`config.mk`:
```
export PLATFORM = sky130hd
export DESIGN_NAME = spi_tx_sequencer
export DESIGN_NICKNAME = d
export VERILOG_FILES = /design/src/rtl/spi_tx_sequencer.sv
export SDC_FILE = /design/constraint.sdc
export NUM_CORES = 1
export LEC_CHECK = 0
export CAP_MARGIN = 20
export CELL_PAD_IN_SITES_DETAIL_PLACEMENT = 1
export CELL_PAD_IN_SITES_GLOBAL_PLACEMENT = 1
export CORE_ASPECT_RATIO = 0.8
export CORE_MARGIN = 8
export CORE_UTILIZATION = 36
export DETAILED_ROUTE_END_ITERATION = 6
export PLACE_DENSITY_LB_ADDON = 0.1
export SYNTH_ARGS = -nofsm -noshare
export SYNTH_HDL_FRONTEND = slang
export SYNTH_SLANG_ARGS = --single-unit
```
`constraint.sdc`:
```
create_clock -name clk -period 2.2 [get_ports clk]
set_input_delay 0.44 -clock clk [delete_from_list [all_inputs] [get_ports clk]]
set_output_delay 0.44 -clock clk [all_outputs]
set_load 0.1 [all_outputs]
```
`src/rtl/spi_tx_sequencer.sv`:
```
// spi_tx_sequencer: drains the two-entry key-code buffer onto a write-only
// SPI link (mode 0, MSB first), one 8-bit frame per pending byte.
//
// Handshake: status_ctr != 0 is the buffer's valid, and d is its payload.
// The sequencer accepts a byte only on the IDLE edge where en is high and
// valid is seen. It then issues exactly one transfer_done pulse per accepted
// byte, which the buffer treats as its pop strobe. Between acceptance and
// transfer_done, d and status_ctr are ignored.
module spi_tx_sequencer #(
  parameter int CLK_DIV  = 2,
  parameter int CS_SETUP = 2,
  parameter int CS_HOLD  = 2
) (
  input  logic       clk,
  input  logic       rst_bar,
  input  logic       en,
  input  logic [1:0] status_ctr,
  input  logic [7:0] d,
  output logic       transfer_done,
  output logic       cs_n,
  output logic       sclk,
  output logic       mosi,
  output logic       active,
  output logic [2:0] state_dbg
);

  typedef enum logic [2:0] {
    ST_IDLE  = 3'd0,
    ST_SETUP = 3'd1,
    ST_SHIFT = 3'd2,
    ST_HOLD  = 3'd3,
    ST_DONE  = 3'd4
  } state_t;

  // One phase counter serves SETUP, both sclk half-periods and HOLD, so it
  // must reach the largest of the three durations minus one.
  localparam int PMAX_SH = (CS_SETUP > CS_HOLD) ? CS_SETUP : CS_HOLD;
  localparam int PMAX    = (CLK_DIV > PMAX_SH) ? CLK_DIV : PMAX_SH;
  localparam int PW      = (PMAX > 1) ? $clog2(PMAX) : 1;

  localparam logic [PW-1:0] DIV_LAST   = PW'(CLK_DIV - 1);
  localparam logic [PW-1:0] SETUP_LAST = PW'(CS_SETUP - 1);
  localparam logic [PW-1:0] HOLD_LAST  = PW'(CS_HOLD - 1);

  state_t        state;
  logic [7:0]    shreg;
  logic [2:0]    bit_cnt;
  logic [PW-1:0] phase;

  // mosi is the shift register MSB: it is a flop, loads d[7] at frame start,
  // advances on each sclk fall and reaches 0 after the eighth shift.
  assign mosi      = shreg[7];
  assign state_dbg = state;

  // Frame FSM: state, counters and every SPI-side output register.
  always_ff @(posedge clk or negedge rst_bar) begin
    if (!rst_bar) begin
      state         <= ST_IDLE;
      shreg         <= 8'h00;
      bit_cnt       <= 3'd0;
      phase         <= '0;
      cs_n          <= 1'b1;
      sclk          <= 1'b0;
      active        <= 1'b0;
      transfer_done <= 1'b0;
    end else begin
      // transfer_done is only ever set on the HOLD->DONE edge, so clearing
      // it by default keeps it to a single-cycle pulse.
      transfer_done <= 1'b0;
      case (state)
        ST_IDLE: begin
          sclk <= 1'b0;
          cs_n <= 1'b1;
          if (en && (status_ctr != 2'd0)) begin
            shreg  <= d;
            cs_n   <= 1'b0;
            active <= 1'b1;
            phase  <= '0;
            state  <= ST_SETUP;
          end
        end

        ST_SETUP: begin
          sclk <= 1'b0;
          if (phase == SETUP_LAST) begin
            phase   <= '0;
            bit_cnt <= 3'd0;
            state   <= ST_SHIFT;
          end else begin
            phase <= phase + 1'b1;
          end
        end

        ST_SHIFT: begin
          if (phase != DIV_LAST) begin
            phase <= phase + 1'b1;
          end else if (!sclk) begin
            // End of low phase: rising edge, slave samples mosi.
            phase <= '0;
            sclk  <= 1'b1;
          end else begin
            // End of high phase: falling edge, present the next bit.
            phase <= '0;
            sclk  <= 1'b0;
            shreg <= {shreg[6:0], 1'b0};
            if (bit_cnt == 3'd7) begin
              state <= ST_HOLD;
            end else begin
              bit_cnt <= bit_cnt + 3'd1;
            end
          end
        end

        ST_HOLD: begin
          sclk <= 1'b0;
          if (phase == HOLD_LAST) begin
            phase         <= '0;
            cs_n          <= 1'b1;
            transfer_done <= 1'b1;
            state         <= ST_DONE;
          end else begin
            phase <= phase + 1'b1;
          end
        end

        ST_DONE: begin
          // The buffer pops on the edge that leaves DONE, so IDLE always
          // sees the refreshed count and head byte.
          cs_n   <= 1'b1;
          sclk   <= 1'b0;
          active <= 1'b0;
          state  <= ST_IDLE;
        end

        default: begin
          state  <= ST_IDLE;
          cs_n   <= 1'b1;
          sclk   <= 1'b0;
          active <= 1'b0;
          shreg  <= 8'h00;
          phase  <= '0;
        end
      endcase
    end
  end

endmodule

```
## After elaboration in Yosys (flattened, before gate mapping)

Cells that the tools add are included.

- Div/mod/pow operators: 0
- Bitwise gates (word level): 4
- Muxes and demuxes: 29
- Equality and inequality tests: 12
- Order comparisons: 0
- Add/subtract/negate cells: 2
- Shift operators: 0
- Multipliers: 0
- Reduce and logical (&&, ||, !) cells: 13

Operators by type and width:

| cell | number |
|---|---|
| 3-bit 2-to-1 mux | 10 |
| 8-bit 2-to-1 mux | 3 |
| 8-bit one-hot mux with 3 select lines | 1 |
| 2-bit != test (second input constant) | 7 |
| 3-bit one-hot mux with 4 select lines | 1 |
| 1-bit 2-to-1 mux | 10 |
| 3-bit by 2-bit equality test with 1-bit output (second input constant) | 2 |
| 3-bit equality test (second input constant) | 2 |
| 1-bit one-hot mux with 3 select lines | 2 |
| 3-bit one-hot mux with 2 select lines | 1 |
| 2-bit AND reduction | 3 |
| 6-bit AND reduction | 1 |
| 3-bit OR reduction | 2 |
| 5-bit AND reduction | 1 |
| 1-bit NOT | 4 |
| 4-bit AND reduction | 1 |
| 2-bit nonzero test | 2 |
| 3-bit by 1-bit adder with 3-bit output (second input constant) | 1 |
| 3-bit by 1-bit equality test with 1-bit output (second input constant) | 1 |
| 3-bit logical NOT | 1 |
| 1-bit one-hot mux with 2 select lines | 1 |
| 2-bit OR reduction | 1 |
| 1-bit adder (second input constant) | 1 |
| 1-bit logical AND | 1 |

- Bits in registers: 19
- Logic and storage cells: 68
- Memories kept: 0
- Output and inout bits: 8
- RAM bits: 0
- Latch bits: 0
- Input bits: 13
- ROM bits: 0

## Depth between registers and ports, before layout

- Depth in word-level cells: 5
- Mapped depth: 6
- Depth with buffers taken out: 6

## Worst setup path before layout

OpenSTA, ideal clock, no wires.

- Path type: register to register
- From: register state[1], in the netlist state_dbg[1]
- To: register shreg[7]
- Data required time: 2.075 ns
- Arrival time: 1.894 ns
- Clock period less this slack: 2.020 ns
- Library setup time: 0.125 ns
- Buffers on the path: 1
- Slack: 0.180 ns
- Cell stages (with the launch flop): 5
- Cell sequence: dfrtp_1 > buf_4 > a21oi_2 > o21ai_4 > mux2_4

- Word-level cells in the longest chain between the ends: 4
- Elaborated cells between the ends (all ways): 12
- Those cells by class: 7 x eq/ne; 1 x mux; 1 x bitwise; 3 x reduce/logical

RTL lines:

| item | line | RTL |
|---|---|---|
| start, declared | 45 | `state_t state;` |
| start signal, assigned | 58 | `state <= ST_IDLE;` |
| start signal, assigned | 79 | `state <= ST_SETUP;` |
| start signal, assigned | 88 | `state <= ST_SHIFT;` |
| 3-bit by 2-bit equality test with 1-bit output, or another cell as far along | 70 | `case (state)` |
| 3-bit OR reduction (no source line) | -- |  |
| 1-bit NOT (no source line) | -- |  |
| 4-bit AND reduction (no source line) | -- |  |
| end signal, assigned | 105 | `shreg <= {shreg[6:0], 1'b0};` |
| end, declared | 46 | `logic [7:0] shreg;` |

Parallel ways exist; a longest one is shown, timed or not.
A chain may end at the register's enable or synchronous reset.

## Worst setup path after layout

- From: register state[1], in the netlist state_dbg[1]
- To: output port state_dbg[1]

RTL lines:

| item | line | RTL |
|---|---|---|
| end, declared | 24 | `output logic [2:0] state_dbg` |

No word-level cell between the ends.

==> out/summary.txt <==
CP Max Fanout - 12
Slew Limit Fails - 0
Tot Pwr - 2210 uW
Worst skew pair latency - 0.31 ns
Area growth, synth to finish - 25.3%
Clk_skew - 0.00637 ns
Clock-pin slew on the worst setup and hold paths - 0.12 ns
Cells taking the most area after synthesis - dfrtp_1 (44%), mux2_4 (12%), mux2i_1 (8.7%)
Post-CTS Hold Buffers - 0
Kind of critical path - reg2out
Final ANT Viol Nets - 0
Tcrit/Tclk final - 86.2%
Min-Delay Path Class - in2async
Critical path startpoint category - register
Share of cells above drive strength 1 - 27.9%
Layout Cells excl Fill - 149
Die H - 63.9 um
Unrepaired setup endpoints after global routing - no
Fin. Hold Viols - 0
Ys async rst share - 100%
Syn nets - 105
Peak Freq - 0.527 GHz
Number of synthesized flops with an enable pin - 0
# fillers - 308
Status - complete, no violations
Synth Flop Type - dfrtp_1
Routed vias/inst - 4.87
Crit. End Element - output pin
Final worst path period need - 1.90 ns
I/O pin total - 21
Die ar. - 0.00485 mm^2
Top-count cell post-synth - dfrtp_1
Post-Syn Area per Cell - 11.5 um^2
GRT Overall Usage - 10.2%
Register Area - 477 um^2
Max capacitance violation total - 0
Cell Area, Placed - 0.00127 mm^2
# DRC - 0
Max_slew headroom - 67.7%
CTS Root Cell - clkbuf_4
Post-Route WL - 2230 um
#FFs+latches synth - 19
Vias in the first global route - 781
Netlist cell types - 29
Yosys top cell area share - 43.6%
Initial Util - 37.6%
DR WL/cell - 15.0 um
Post-Syn Instances - 90
Post-synthesis sequential area ratio - 46.2%
Final #Nets - 127
Post-CTS setup buffer count - 0
# resized after CTS - 0
Number of DRC markers in iteration 0 - 11
Vias post-DR - 725
H-tree depth - 1
CTS Buf Count - 3
Post-DP HPWL - 1740 um
P_leak - 0.000614 uW
Placed cells - 145
Input/output buffers - 20
Die Span X - 75.9 um
Largest net degree at the start of global routing - 20
# rows - 17
CTS tree - yes
First-pass GRT wire length - 3780 um
DR pass1 iterations - 2
Measured slew at the worst slew-check pin - 0.484 ns
Initial antenna violation count - 0
Gr ovfl total - 0
Setup-failing EPs final - 0
Mapped cell area - 0.00103 mm^2
# diodes - 0
Ys Warns - 0
Area leader, netlist - dfrtp_1
CP arrival - 1.46 ns
Core area - 0.00274 mm^2
Clk buf depth - 2
CTS sink count - 19
Cell area power density - 1710 mW/mm^2
Design Area, Final - 0.00129 mm^2
Worst path required time - 1.76 ns
Worst vdd ir - 0.696 mV
Commonest cells in the netlist - dfrtp_1 (18), nor2_1 (14), mux2i_1 (9), mux2_4 (8), nand2_1 (5)
Multi-input logic area - 490 um^2
Setup TNS - 0 ns
Routability cong. - 0.692
==> sequential cells by signal, indices dropped and copies added, names as in the netlist <==
name / cells
shreg: 8
bit_cnt: 3
state_dbg: 3
active: 1
cs_n: 1
phase: 1
sclk: 1
transfer_done: 1
==> cells in the final DEF, fill, tap and decap left out, drive strengths merged <==
cell,count
clkbuf,3
ha,2
dfstp,1
or3,1
clkdlybuf4s50,12
buf,10
a32o,1
nand3,1
o22ai,1
dfrtp,18
nand2,6
mux2,8
nor3,3
inv,5
nand2b,1
a221oi,1
xor2,1
clkinv,1
mux2i,9
a21oi,2
nor2,15
nand4bb,1
o21ai,7
xnor2,1
==> final timing paths <==
kind                       cells past startpoint           end  slack [ns]    startpoint
max                                            2  state_dbg[1]        0.30  state_dbg[1]
min in group clk                               1      shreg[0]        0.51      shreg[0]
max in group asynchronous                      2          cs_n        1.49       rst_bar
min reg2reg                                    1      shreg[0]        0.51      shreg[0]
max reg2reg                                    6    bit_cnt[0]        0.51    bit_cnt[0]
min                                            2    bit_cnt[2]        0.44       rst_bar
==> layer usage <==
layer  global-route usage (%)  part of all wire, %  vias to the layer above
met5                        0                    0                        -
met4                     3.59                  1.0                        0
met3                     4.36                  6.7                        2
met2                     14.6                   44                       16
met1                     13.1                   48                      362
li1                         -                    -                      345
==> metrics by stage <==
| stage | hold WS (ns) | utilization [%] | setup WS (ns) |
|---|---|---|---|
| finish | 0.443 | 47.2 | 0.303 |
| global route | 0.463 | 47.2 | 0.222 |
| CTS | 0.455 | 47.2 | 0.280 |
| detailed placement | 0.489 | 46.1 | 0.273 |
| global placement | 0.486 | 46.1 | 0.327 |
| floorplan | 0.144 | - | 0.180 |
==> worst max-delay path, cell delays in order, from the launching register on <==
cell,delay (ns)
dfrtp_1,0.66
buf_4,0.30
buf_12,0.19
==> cell families (layout without fill, tap and decap cells) <==
| kind of cell | after synthesis | count (layout) | synth area share [%] |
|---|---|---|---|
| buffers and inverters | 10 | 31 | 6.30 |
| adders and majority gates | 2 | 2 | 2.42 |
| muxes | 17 | 17 | 20.4 |
| DFF | 19 | 19 | 46.2 |
| AOI/OAI and AO/OA | 12 | 12 | 8.97 |
| xor gates and xnor gates | 2 | 2 | 1.70 |
| and+or+nand+nor | 28 | 28 | 14.1 |
==> where the power goes <==
group / internal, uW / leakage (uW) / switching (uW)
Combinational: 523 / 0.000352 / 815
Clock: 68.0 / 0.0000177 / 118
Sequential: 491 / 0.000244 / 196
Total: 1080 / 0.000614 / 1130
==> cell type report <==
| cell class | count | share of cell area (%) |
|---|---|---|
| inverters | 5 | 1.45 |
| flip-flops and latches | 19 | 36.8 |
| well taps | 38 | 3.68 |
| repair buffers | 22 | 18.0 |
| multi-input cells | 61 | 37.9 |
| clock inverters | 1 | 0.387 |
| clock buffers | 3 | 1.74 |
Note: power is estimated with default switching activity, not from simulation.
